[src/rtl/motor_pwm_gen.sv]
// PWM generator for a motor bridge: prescaled 255-step period, boundary-aligned
// ratio/direction updates, and a dead period on direction reversal.
module motor_pwm_gen #(
    parameter int PRESCALE = 4
) (
    input  logic       clock,
    input  logic       reset_n,
    input  logic       pwm_enable,
    input  logic       pwm_update,
    input  logic [7:0] pwm_ratio,
    input  logic       pwm_direction,
    input  logic [7:0] dir_deadtime,
    output logic       pwm_done,
    output logic       pwm_signal,
    output logic       pwm_dir_out,
    output logic [7:0] active_ratio,
    output logic       pwm_busy
);

    typedef enum logic [1:0] {IDLE, RUN, DEAD} state_t;

    localparam logic [7:0] PRESC_LAST = 8'(PRESCALE - 1);

    state_t     state_reg, state_next;
    logic [7:0] presc_reg, presc_next;
    logic [7:0] cnt_reg, cnt_next;
    logic [7:0] ratio_reg, ratio_next;
    logic [7:0] pend_ratio_reg, pend_ratio_next;
    logic [7:0] dead_cnt_reg, dead_cnt_next;
    logic       pending_reg, pending_next;
    logic       pend_dir_reg, pend_dir_next;
    logic       dir_reg, dir_next;
    logic       signal_reg, signal_next;
    logic       done_reg, done_next;
    logic       tick;
    logic       boundary;

    assign tick     = (state_reg != IDLE) && pwm_enable && (presc_reg == PRESC_LAST);
    assign boundary = tick && (cnt_reg == 8'd254);

    always_ff @(posedge clock or negedge reset_n) begin
        if (!reset_n) begin
            state_reg      <= IDLE;
            presc_reg      <= 8'd0;
            cnt_reg        <= 8'd0;
            ratio_reg      <= 8'd0;
            pend_ratio_reg <= 8'd0;
            dead_cnt_reg   <= 8'd0;
            pending_reg    <= 1'b0;
            pend_dir_reg   <= 1'b0;
            dir_reg        <= 1'b0;
            signal_reg     <= 1'b0;
            done_reg       <= 1'b0;
        end else begin
            state_reg      <= state_next;
            presc_reg      <= presc_next;
            cnt_reg        <= cnt_next;
            ratio_reg      <= ratio_next;
            pend_ratio_reg <= pend_ratio_next;
            dead_cnt_reg   <= dead_cnt_next;
            pending_reg    <= pending_next;
            pend_dir_reg   <= pend_dir_next;
            dir_reg        <= dir_next;
            signal_reg     <= signal_next;
            done_reg       <= done_next;
        end
    end

    always_comb begin
        state_next      = state_reg;
        presc_next      = presc_reg;
        cnt_next        = cnt_reg;
        ratio_next      = ratio_reg;
        pend_ratio_next = pend_ratio_reg;
        dead_cnt_next   = dead_cnt_reg;
        pending_next    = pending_reg;
        pend_dir_next   = pend_dir_reg;
        dir_next        = dir_reg;
        signal_next     = 1'b0;
        done_next       = 1'b0;

        if (!pwm_enable) begin
            // Direction output is deliberately held so the bridge does not glitch.
            state_next    = IDLE;
            presc_next    = 8'd0;
            cnt_next      = 8'd0;
            ratio_next    = 8'd0;
            pending_next  = 1'b0;
            dead_cnt_next = 8'd0;
        end else begin
            case (state_reg)
                IDLE: state_next = RUN;
                RUN, DEAD: begin
                    signal_next = (cnt_reg < ratio_reg);
                    presc_next  = tick ? 8'd0 : presc_reg + 8'd1;
                    if (tick)
                        cnt_next = boundary ? 8'd0 : cnt_reg + 8'd1;
                    if (boundary) begin
                        if (state_reg == RUN) begin
                            if (pending_reg) begin
                                if ((pend_dir_reg == dir_reg) || (dir_deadtime == 8'd0)) begin
                                    dir_next     = pend_dir_reg;
                                    ratio_next   = pend_ratio_reg;
                                    pending_next = 1'b0;
                                    done_next    = 1'b1;
                                end else begin
                                    state_next    = DEAD;
                                    ratio_next    = 8'd0;
                                    dead_cnt_next = dir_deadtime;
                                end
                            end
                        end else if (dead_cnt_reg <= 8'd1) begin
                            state_next    = RUN;
                            dead_cnt_next = 8'd0;
                            dir_next      = pend_dir_reg;
                            ratio_next    = pend_ratio_reg;
                            pending_next  = 1'b0;
                            done_next     = 1'b1;
                        end else begin
                            dead_cnt_next = dead_cnt_reg - 8'd1;
                        end
                    end
                    // Capture after the boundary decision so a coincident request waits a period.
                    if (pwm_update) begin
                        pend_ratio_next = pwm_ratio;
                        pend_dir_next   = pwm_direction;
                        pending_next    = 1'b1;
                    end
                end
                default: state_next = IDLE;
            endcase
        end
    end

    assign pwm_done     = done_reg;
    assign pwm_signal   = signal_reg;
    assign pwm_dir_out  = dir_reg;
    assign active_ratio = ratio_reg;
    assign pwm_busy     = pending_reg || (state_reg == DEAD);

endmodule

[config.mk]
export PLATFORM = sky130hd
export DESIGN_NAME = motor_pwm_gen
export DESIGN_NICKNAME = d
export VERILOG_FILES = /design/src/rtl/motor_pwm_gen.sv
export SDC_FILE = /design/constraint.sdc
export NUM_CORES = 1
export LEC_CHECK = 0
export BUFFER_PORTS_ARGS = -buffer_cell sky130_fd_sc_hd__buf_2
export CORE_ASPECT_RATIO = 1.25
export CORE_MARGIN = 3
export CORE_UTILIZATION = 45
export CTS_BUF_LIST = sky130_fd_sc_hd__clkbuf_8
export CTS_CLUSTER_DIAMETER = 120
export CTS_CLUSTER_SIZE = 24
export DETAILED_ROUTE_END_ITERATION = 8
export HOLD_SLACK_MARGIN = 0.15
export PLACE_DENSITY = 0.7
export SLEW_MARGIN = 0
export SYNTH_ARGS = -nofsm -noshare
export SYNTH_HDL_FRONTEND = slang
export SYNTH_SLANG_ARGS = --single-unit
[constraint.sdc]
create_clock -name clock -period 2.5 [get_ports clock]
set_input_delay 0.125 -clock clock [delete_from_list [all_inputs] [get_ports clock]]
set_output_delay 0.125 -clock clock [all_outputs]
set_load 0.02 [all_outputs]
# ---- After elaboration in Yosys (flattened, before gate mapping)
# Index checks and enable logic that the tools add are counted.
dict set report word_totals {
  ff_bits 47
  out_inout_bits 12
  inputBits 21
}
dict set report classes {
  eq_ne 19
  n_reduce_logical 17
  addsub 3
  order_cmp 2
  n_mux 49
}
# cell n
set op_table {}
lappend op_table {{$mux W8} 21}
lappend op_table {{$mux W1} 21}
lappend op_table {{$add A8 B1 Y8 const B} 2}
lappend op_table {{$mux W2} 6}
lappend op_table {{$ne A4 B4 Y1 const B} 3}
lappend op_table {{$reduce_and A4 Y1} 3}
lappend op_table {{$ne A3 B3 Y1 const B} 3}
lappend op_table {{$eq A8 B2 Y1 const B} 1}
lappend op_table {{$eq A8 B8 Y1 const B} 1}
lappend op_table {{$le A8 B1 Y1 const B} 1}
lappend op_table {{$logic_not A8 Y1} 1}
lappend op_table {{$lt A8 B8 Y1} 1}
lappend op_table {{$ne A2 B1 Y1 const B} 4}
lappend op_table {{$sub A8 B1 Y8 const B} 1}
lappend op_table {{$ne A3 B1 Y1 const B} 2}
lappend op_table {{$reduce_and A3 Y1} 2}
lappend op_table {{$reduce_and A6 Y1} 1}
lappend op_table {{$ne A4 B1 Y1 const B} 1}
lappend op_table {{$pmux W2 S2} 1}
lappend op_table {{$reduce_bool A2 Y1} 2}
lappend op_table {{$logic_and A1 B1 Y1} 3}
lappend op_table {{$eq A2 B1 Y1 const B} 1}
lappend op_table {{$eq A2 B2 Y1 const B} 1}
lappend op_table {{$logic_not A2 Y1} 1}
lappend op_table {{other kinds (5)} 6}

# ---- Longest topological paths before layout
# Gate-level depths: netlist of the first run.
dict set report depth {
  depth_word 9
  mapped_depth 8
  mapped_depth_nobuf 7
}

# ---- Worst setup path before layout of the first run
# Ideal clock, no wire load.
dict set report synth_timing {
  path_kind {register to register}
  from {reg state_reg[0]}
  to {reg dead_cnt_reg[6]}
  period_less_slack_ns 2.326
  path_slack_ns 0.174
  path_buffers 0
  stages_incl_launch_ff 8
  arrival_time_ns 2.201
  cell_sequence {dfrtp_1 -> inv_1 -> ha_1 -> or4b_1 -> nor3_2 -> o211ai_1 -> nand2_1 -> mux2_2}
}
dict set report synth_between {
  elab_chain_cells 6
}
# item line_no
set synth_rtl {}
lappend synth_rtl {{start, declared} 24} ;# state_t state_reg, state_next;
lappend synth_rtl {{start signal, assigned} 55} ;# state_reg <= state_next;
lappend synth_rtl {{$reduce_bool A2 Y1} 38} ;# assign tick = (state_reg != IDLE) && pwm_enable && (presc_reg == PRESC_LAST);
lappend synth_rtl {{$logic_and A1 B1 Y1 (2 in a row)} 38}
lappend synth_rtl {{$logic_and A1 B1 Y1} 39} ;# assign boundary = tick && (cnt_reg == 8'd254);
lappend synth_rtl {{$ne A2 B1 Y1 (no source line)} -}
lappend synth_rtl {{$reduce_and A4 Y1 (no source line)} -}
lappend synth_rtl {{end signal, assigned} 60} ;# dead_cnt_reg <= dead_cnt_next;
lappend synth_rtl {{end, declared} 29} ;# logic [7:0] dead_cnt_reg, dead_cnt_next;
# Several ways; a longest one is shown, not always the timed one. The select of a mux whose other input is x is not followed.
# A chain may end at the register's enable or synchronous reset.

# ---- Worst setup path after layout of the first run
dict set report layout_timing {
  from {reg state_reg[1]}
  to {reg dir_reg (netlist: pwm_dir_out)}
}
dict set report layout_between {
  elab_chain_cells 5
}
# item line_no
set layout_rtl {}
lappend layout_rtl {{$reduce_bool A2 Y1} 38}
lappend layout_rtl {{$logic_and A1 B1 Y1 (2 in a row)} 38}
lappend layout_rtl {{$logic_and A1 B1 Y1} 39}
lappend layout_rtl {{$reduce_and A6 Y1 (no source line)} -}
lappend layout_rtl {{end signal, assigned} 63} ;# dir_reg <= dir_next;
lappend layout_rtl {{end, declared} 32} ;# logic dir_reg, dir_next;
# Several ways; a longest one is shown, not always the timed one.

==> results of run 1 <==
logic make-up (layout without fill, tap and decap cells):
family                   count (synthesis)  count (layout)  synth area share
AND/OR/NAND/NOR                         92              92             0.183
AO/OA/AOI/OAI                           65              65             0.176
flip-flops                              47              47             0.434
buffers and inverters                   28              87            0.0393
adder cells (fa/ha/maj)                 16              16            0.0739
multiplexers                            16              16            0.0647
XOR/XNOR                                 9               9            0.0291
final cells by class:
class	instances	area, µm²	share of cell area
Timing Repair Buffer	58	388	0.120
Inverter	21	78.8	0.0243
Tap cell	64	80.1	0.0247
Sequential cell	47	1180	0.363
Multi-Input combinational cell	198	1430	0.441
Clock buffer	5	68.8	0.0212
Clock inverter	3	20.0	0.00618
where the power goes:
group / internal [mW] / total, mW / switching [mW] / leakage [nW]
logic: 0.482 / 1.10 / 0.616 / 0.831
registers: 0.893 / 1.00 / 0.110 / 0.633
clock network: 0.197 / 0.458 / 0.261 / 0.0460
critical path, stage by stage (launching register included):
cell and delay (ns):
dfrtp_1 0.40, inv_1 0.09, ha_1 0.19, or4b_4 0.55, or4_4 0.47, nor3_2 0.21, mux2_1 0.34
stage by stage:
stage               setup slack (ns)  total power [mW]   util
global route                  0.0344              2.77  0.576
floorplan                      0.174              1.79      -
CTS                           0.0889              2.57  0.575
detailed placement             0.101              2.09  0.536
global placement               0.156              2.06  0.536
finish                         0.155              2.56  0.576
repair_timing:
| item | CTS | global route |
|---|---|---|
| hold buffers | 13 | 0 |
| endpoints found under the hold margin | 26 | 0 |
| endpoints found under the setup margin | 0 | 2 |
| gates resized for setup | 0 | 2 |
cells in the mapped netlist (4+ instances only):
library cell  number  share of area
a211oi_1           4          0.011
inv_1             21          0.029
nor3_1             7          0.013
ha_1              16          0.074
mux2_2            11          0.046
xor2_1             7          0.023
o21a_1             5          0.014
nand3_1            9          0.017
clkbuf_1           6         0.0083
o21ai_0            6          0.011
mux2i_1            4          0.015
a21oi_1           12          0.022
dfrtp_1           47           0.43
a22o_1             8          0.026
nand4_1            7          0.016
nor2_1            24          0.033
nand2_1           18          0.025
layer usage:
layer | share of wire | wire [µm] | vias up
met2 | 0.52 | 3270 | 48
met1 | 0.42 | 2630 | 1112
met4 | 0.024 | 150 | 0
met3 | 0.033 | 203 | 11
li1 | - | - | 1112
met5 | 0 | 0 | -
worst max-delay path by stage:
stage / startpoint / to
global placement: state_reg[1]$_DFFE_PN0P_ / pwm_dir_out$_DFFE_PN0P_
detailed placement: state_reg[1]$_DFFE_PN0P_ / pwm_dir_out$_DFFE_PN0P_
global route: state_reg[1]$_DFFE_PN0P_ / state_reg[0]$_DFFE_PN0P_
CTS: state_reg[1]$_DFFE_PN0P_ / pwm_dir_out$_DFFE_PN0P_
floorplan: state_reg[0]$_DFFE_PN0P_ / dead_cnt_reg[6]$_DFFE_PN0P_
finish: state_reg[1]$_DFFE_PN0P_ / pwm_dir_out$_DFFE_PN0P_
cells in the final DEF (no fill, tap or decap), drive strengths merged, types with 6 or more instances in the layout:
master	instances
a21oi	12
a22o	8
buf	45
dfrtp	47
dlygate4sd3	13
ha	16
inv	23
mux2	12
nand2	18
nand3	9
nand4	7
nor2	24
nor3	9
o21ai	6
xor2	7
==> qor.yml, run 1 <==
run_status:
  status: "finished clean"
floorplan:
  initial_core_util: 0.481
  die-area_um2: 6990
  die_h_um: 92.7
  fp.coreArea_um2: 5630
  rows: 30
  io_pins: 33
  die_width_um: 75.4
global_routing:
  grt_pass1_vias: 2274
  grt_busiest_layer: "met2"
  grt_use_total: 0.195
  grt_first_pass_wirelength_um: 10600
  gr-usage-met1: 0.239
  grt_max_degree: 34
  use_met2: 0.325
  grt_antenna_before_repair: 0
  grt_use_met3: 0.0391
  grt_overflow: 0
drt:
  drc: 0
  drtPass1Iterations: 4
  vias: 2283
  ant_nets: 0
  first_iter_violations: 178
  viasPerCell: 5.77
  wl_per_cell_um: 15.8
  wl_um: 6250
timing:
  finalSetupTns_ns: 0
  finClkSkew_ns: 0.0127
  max_freq_mhz: 426
  slew_headroom: 0.433
  fin_crit_ns: 2.34
  maxSlewViolCount: 0
  rsz0062_at_grt: "no"
  tightest_slew_ns: 0.846
  setup-violations-final: 0
  fin_hold_ws_ns: 0.176
  fin_crit_sh: 0.938
  hold_violations: 0
cts:
  clockBufferDepth: 2
  numCtsBuffers: 5
  postCtsSetupRepairBufs: 0
  clkSinkCount: 47
  clkSlewWorstSetupHoldPaths_ns: 0.10
  cts-htree-levels: 2
  cts-root-buf: "clkbuf_8"
  clkLatencyLatePin_ns: 0.31
  cts_tree: "yes"
worst_hold_path:
  min-delay-start: "dir_deadtime[4]"
  holdPathStages: 3
  whs_endpoint: "dead_cnt_reg[4]$_DFFE_PN0P_"
  hp-class: "input port to flip-flop"
critical_path:
  r2r_slack_ns: 0.16
  reg2reg_depth: 6
  startpoint_type: "flip-flop"
  required_ns: 2.70
  endpoint_kind: "flip-flop"
  path_class: "flip-flop to flip-flop"
  r2r-end: "pwm_dir_out$_DFFE_PN0P_"
  reg2reg_from: "state_reg[1]$_DFFE_PN0P_"
  crit_fanout: 5
  worstPathArrival_ns: 2.54
placement:
  placed_cell_area_um2: 3020
  place_inst: 375
  routabilityCongestion: 0.871
  place.port_buffers: 32
  hpwlAfterDp_um: 4550
power_and_ir_drop:
  power.density_nw_per_um2: 790
  peakVddDrop_uv: 424
  power.leakage_nw: 1.51
final_layout:
  fillCellCount: 499
  fin_area_um2: 3240
  drive_above_1_share: 0.229
  diodes: 0
  nets: 368
  syn_to_final_growth_pct: 19.7
  final_cells: 396
synth:
  yosysUniqueCellTypes: 51
  synth-seq-cells: 47
  synth_nets: 310
  netlist_instances: 273
  synth_top_flop_cell: "dfrtp_1"
  synth-seq-area-share: 0.434
  synth_edf_count: 0
  synthArstFlopShare: 1.00
  netlist_area_um2: 2710
  yosysWarnings: 0
  avgSynthCellArea_um2: 9.92
flow_run:
  maxCapViolCount: 0
Power figures use the tool's default switching activity.
==> run 2, diff against run 1 <==
--- a/config.mk
+++ b/config.mk
@@ -8,13 +8,13 @@
 export BUFFER_PORTS_ARGS = -buffer_cell sky130_fd_sc_hd__buf_2
 export CORE_ASPECT_RATIO = 1.25
 export CORE_MARGIN = 3
-export CORE_UTILIZATION = 45
+export CORE_UTILIZATION = 30
 export CTS_BUF_LIST = sky130_fd_sc_hd__clkbuf_8
 export CTS_CLUSTER_DIAMETER = 120
 export CTS_CLUSTER_SIZE = 24
 export DETAILED_ROUTE_END_ITERATION = 8
 export HOLD_SLACK_MARGIN = 0.15
-export PLACE_DENSITY = 0.7
+export PLACE_DENSITY = 0.51
 export SLEW_MARGIN = 0
 export SYNTH_ARGS = -nofsm -noshare
 export SYNTH_HDL_FRONTEND = slang
==> run 2 against run 1 <==
Setup slack improved by 0.014 ns. Combinational power about the same. Largest power group unchanged. Sequential cell count stayed put. Via count hardly changed.
==> qor.yml, run 2 (synthesis gave the netlist of run 1 again) <==
global_routing:
  grt_overflow: 0  # unchanged
  grt_antenna_before_repair: 0  # unchanged
  grt_first_pass_wirelength_um: 11300  # +6.5%
  grt_use_total: 0.138  # -0.0571
  grt_max_degree: 31  # -8.8%
  grt_pass1_vias: 2292  # +0.79%
power_and_ir_drop:
  peakVddDrop_uv: 271  # -36%
  power.leakage_nw: 1.51  # +0.19%
  finalPower_mw: 2.61  # +2.0%
  power.density_nw_per_um2: 786  # -0.51%
floorplan:
  die_h_um: 112  # +21%
  rows: 38  # +27%
  die_width_um: 91.0  # +21%
  fp.coreArea_um2: 8750  # +55%
  io_pins: 33  # unchanged
  initial_core_util: 0.309  # -0.171
  die-area_um2: 10200  # +46%
worst_hold_path:
  hp-class: "input port to flip-flop"
  holdPathStages: 3  # unchanged
  min-delay-start: "dir_deadtime[4]"
  whs_endpoint: "dead_cnt_reg[4]$_DFFE_PN0P_"
final_layout:
  syn_to_final_growth_pct: 22.7
  layout_commonest_cell: "dfrtp_1"
  final_cell_mix: "dfrtp_1 (47), buf_2 (32), nor2_1 (24)"
  drive_above_1_share: 0.232  # +0.00301
  ff_latch_area_um2: 1180  # unchanged
  diodes: 0  # unchanged
  fillCellCount: 930  # +86%
  nets: 368  # unchanged
  multiInputGateArea_um2: 1440  # +0.35%
cts:
  clkLatencyLatePin_ns: 0.32  # about the same
  cts-root-buf: "clkbuf_8"
  cts_tree: "yes"
  clockBufferDepth: 2  # unchanged
  numCtsBuffers: 5  # unchanged
  clkSinkCount: 47  # unchanged
  cts-htree-levels: 2  # unchanged
  clkSlewWorstSetupHoldPaths_ns: 0.10  # about the same
timing:
  fin_crit_ns: 2.33  # -0.0143 ns
  fin_crit_sh: 0.932  # -0.00573
  maxSlewViolCount: 0  # unchanged
  tightest_slew_ns: 0.894  # +0.0478 ns
  slew_headroom: 0.401  # -0.0320
  max_freq_mhz: 429  # +0.61%
  rsz0062_at_grt: "no"
  finalSetupTns_ns: 0  # unchanged
  finClkSkew_ns: 0.0141  # +0.00138 ns
  setup-violations-final: 0  # unchanged
  hold_violations: 0  # unchanged
drt:
  wl_um: 6720  # +7.6%
  drc: 0  # unchanged
  first_iter_violations: 93  # -48%
  wl_per_cell_um: 14.9  # -5.7%
  viasPerCell: 5.06  # -12%
  ant_nets: 0  # unchanged
  vias: 2285  # +0.088%
  drtPass1Iterations: 4  # unchanged
critical_path:
  crit_fanout: 5  # unchanged
  worstPathArrival_ns: 2.54  # about the same
  endpoint_kind: "flip-flop"
  r2r-end: "pwm_dir_out$_DFFE_PN0P_"
  reg2reg_from: "state_reg[1]$_DFFE_PN0P_"
  required_ns: 2.71  # about the same
  reg2reg_depth: 6  # unchanged
  path_class: "flip-flop to flip-flop"
  startpoint_type: "flip-flop"
  r2r_slack_ns: 0.17  # about the same
run_status:
  status: "finished clean"
placement:
  place.port_buffers: 32  # unchanged
  hpwlAfterDp_um: 4910  # +7.9%
  routabilityCongestion: 0.818  # -6.1%
flow_run:
  maxCapViolCount: 0  # unchanged
## run 2: cell types whose count changed in the layout (fill, tap and decap cells not counted)
| cell | previous run | this run |
|---|---|---|
| clkinv_2 | 0 | 1 |
| clkinvlp_4 | 1 | 0 |
| dlygate4sd3_1 | 13 | 14 |
| a2111oi_2 | 0 | 1 |
| clkinv_4 | 0 | 1 |
| buf_4 | 13 | 12 |
| a2111oi_1 | 1 | 0 |
| inv_1 | 22 | 21 |
## run 2: cell type report
type | instances | share of cell area
Multi-Input combinational cell | 198 | 0.432
Sequential cell | 47 | 0.354
Timing Repair Buffer | 58 | 0.118
Tap cell | 120 | 0.0452
Inverter | 21 | 0.0237
Clock buffer | 5 | 0.0207
Clock inverter | 3 | 0.00678
## run 2: critical path, stage by stage, from the launching register on
cell	delay, ns
dfrtp_1	0.40
inv_1	0.09
ha_1	0.19
or4b_4	0.55
or4_4	0.47
nor3_2	0.20
mux2_1	0.33
## run 2: power breakdown
| group | internal (mW) | leakage, nW | switching (mW) | total [mW] |
|---|---|---|---|---|
| registers | 0.893 | 0.633 | 0.108 | 1.00 |
| clock network | 0.201 | 0.0485 | 0.293 | 0.494 |
| logic | 0.487 | 0.831 | 0.627 | 1.11 |
## run 2: what timing repair did
item | in CTS | in global routing
buffers inserted | 0 | 0
hold endpoints to repair | 30 | 0
setup endpoints to repair | 0 | 2
hold buffers | 14 | 0
gates resized for setup | 0 | 3
## run 2: stage by stage
| step | utilization | hold slack [ns] | setup slack [ns] | cell area (µm²) | cells |
|---|---|---|---|---|---|
| final | 0.380 | 0.195 | 0.169 | 3320 | 452 |
| after global placement | 0.352 | 0.102 | 0.135 | 3080 | 430 |
| after CTS | 0.379 | 0.191 | 0.0967 | 3310 | 452 |
| after floorplan | - | -0.171 | 0.174 | 2710 | 273 |
| after detailed placement | 0.352 | 0.103 | 0.102 | 3080 | 430 |
| after global routing | 0.380 | 0.231 | 0.0377 | 3320 | 452 |
## run 2: worst max-delay path by stage
stage / startpoint / endpoint / slack [ns] / depth (start not counted)
5_1_grt: dead_cnt_reg[5]$_DFFE_PN0P_ / state_reg[0]$_DFFE_PN0P_ / 0.04 / 5
6_report: state_reg[1]$_DFFE_PN0P_ / pwm_dir_out$_DFFE_PN0P_ / 0.17 / 6
3_3_place_gp: state_reg[1]$_DFFE_PN0P_ / pwm_dir_out$_DFFE_PN0P_ / 0.13 / 6
4_1_cts: state_reg[1]$_DFFE_PN0P_ / state_reg[0]$_DFFE_PN0P_ / 0.1 / 7
3_5_place_dp: state_reg[1]$_DFFE_PN0P_ / pwm_dir_out$_DFFE_PN0P_ / 0.10 / 6
2_1_floorplan: state_reg[0]$_DFFE_PN0P_ / dead_cnt_reg[6]$_DFFE_PN0P_ / 0.17 / 7
## run 2: layer usage
metal	GRT usage	share of wire
met1	0.161	0.43
met2	0.249	0.52
met3	0.0268	0.032
met4	0.0483	0.016
met5	0	0
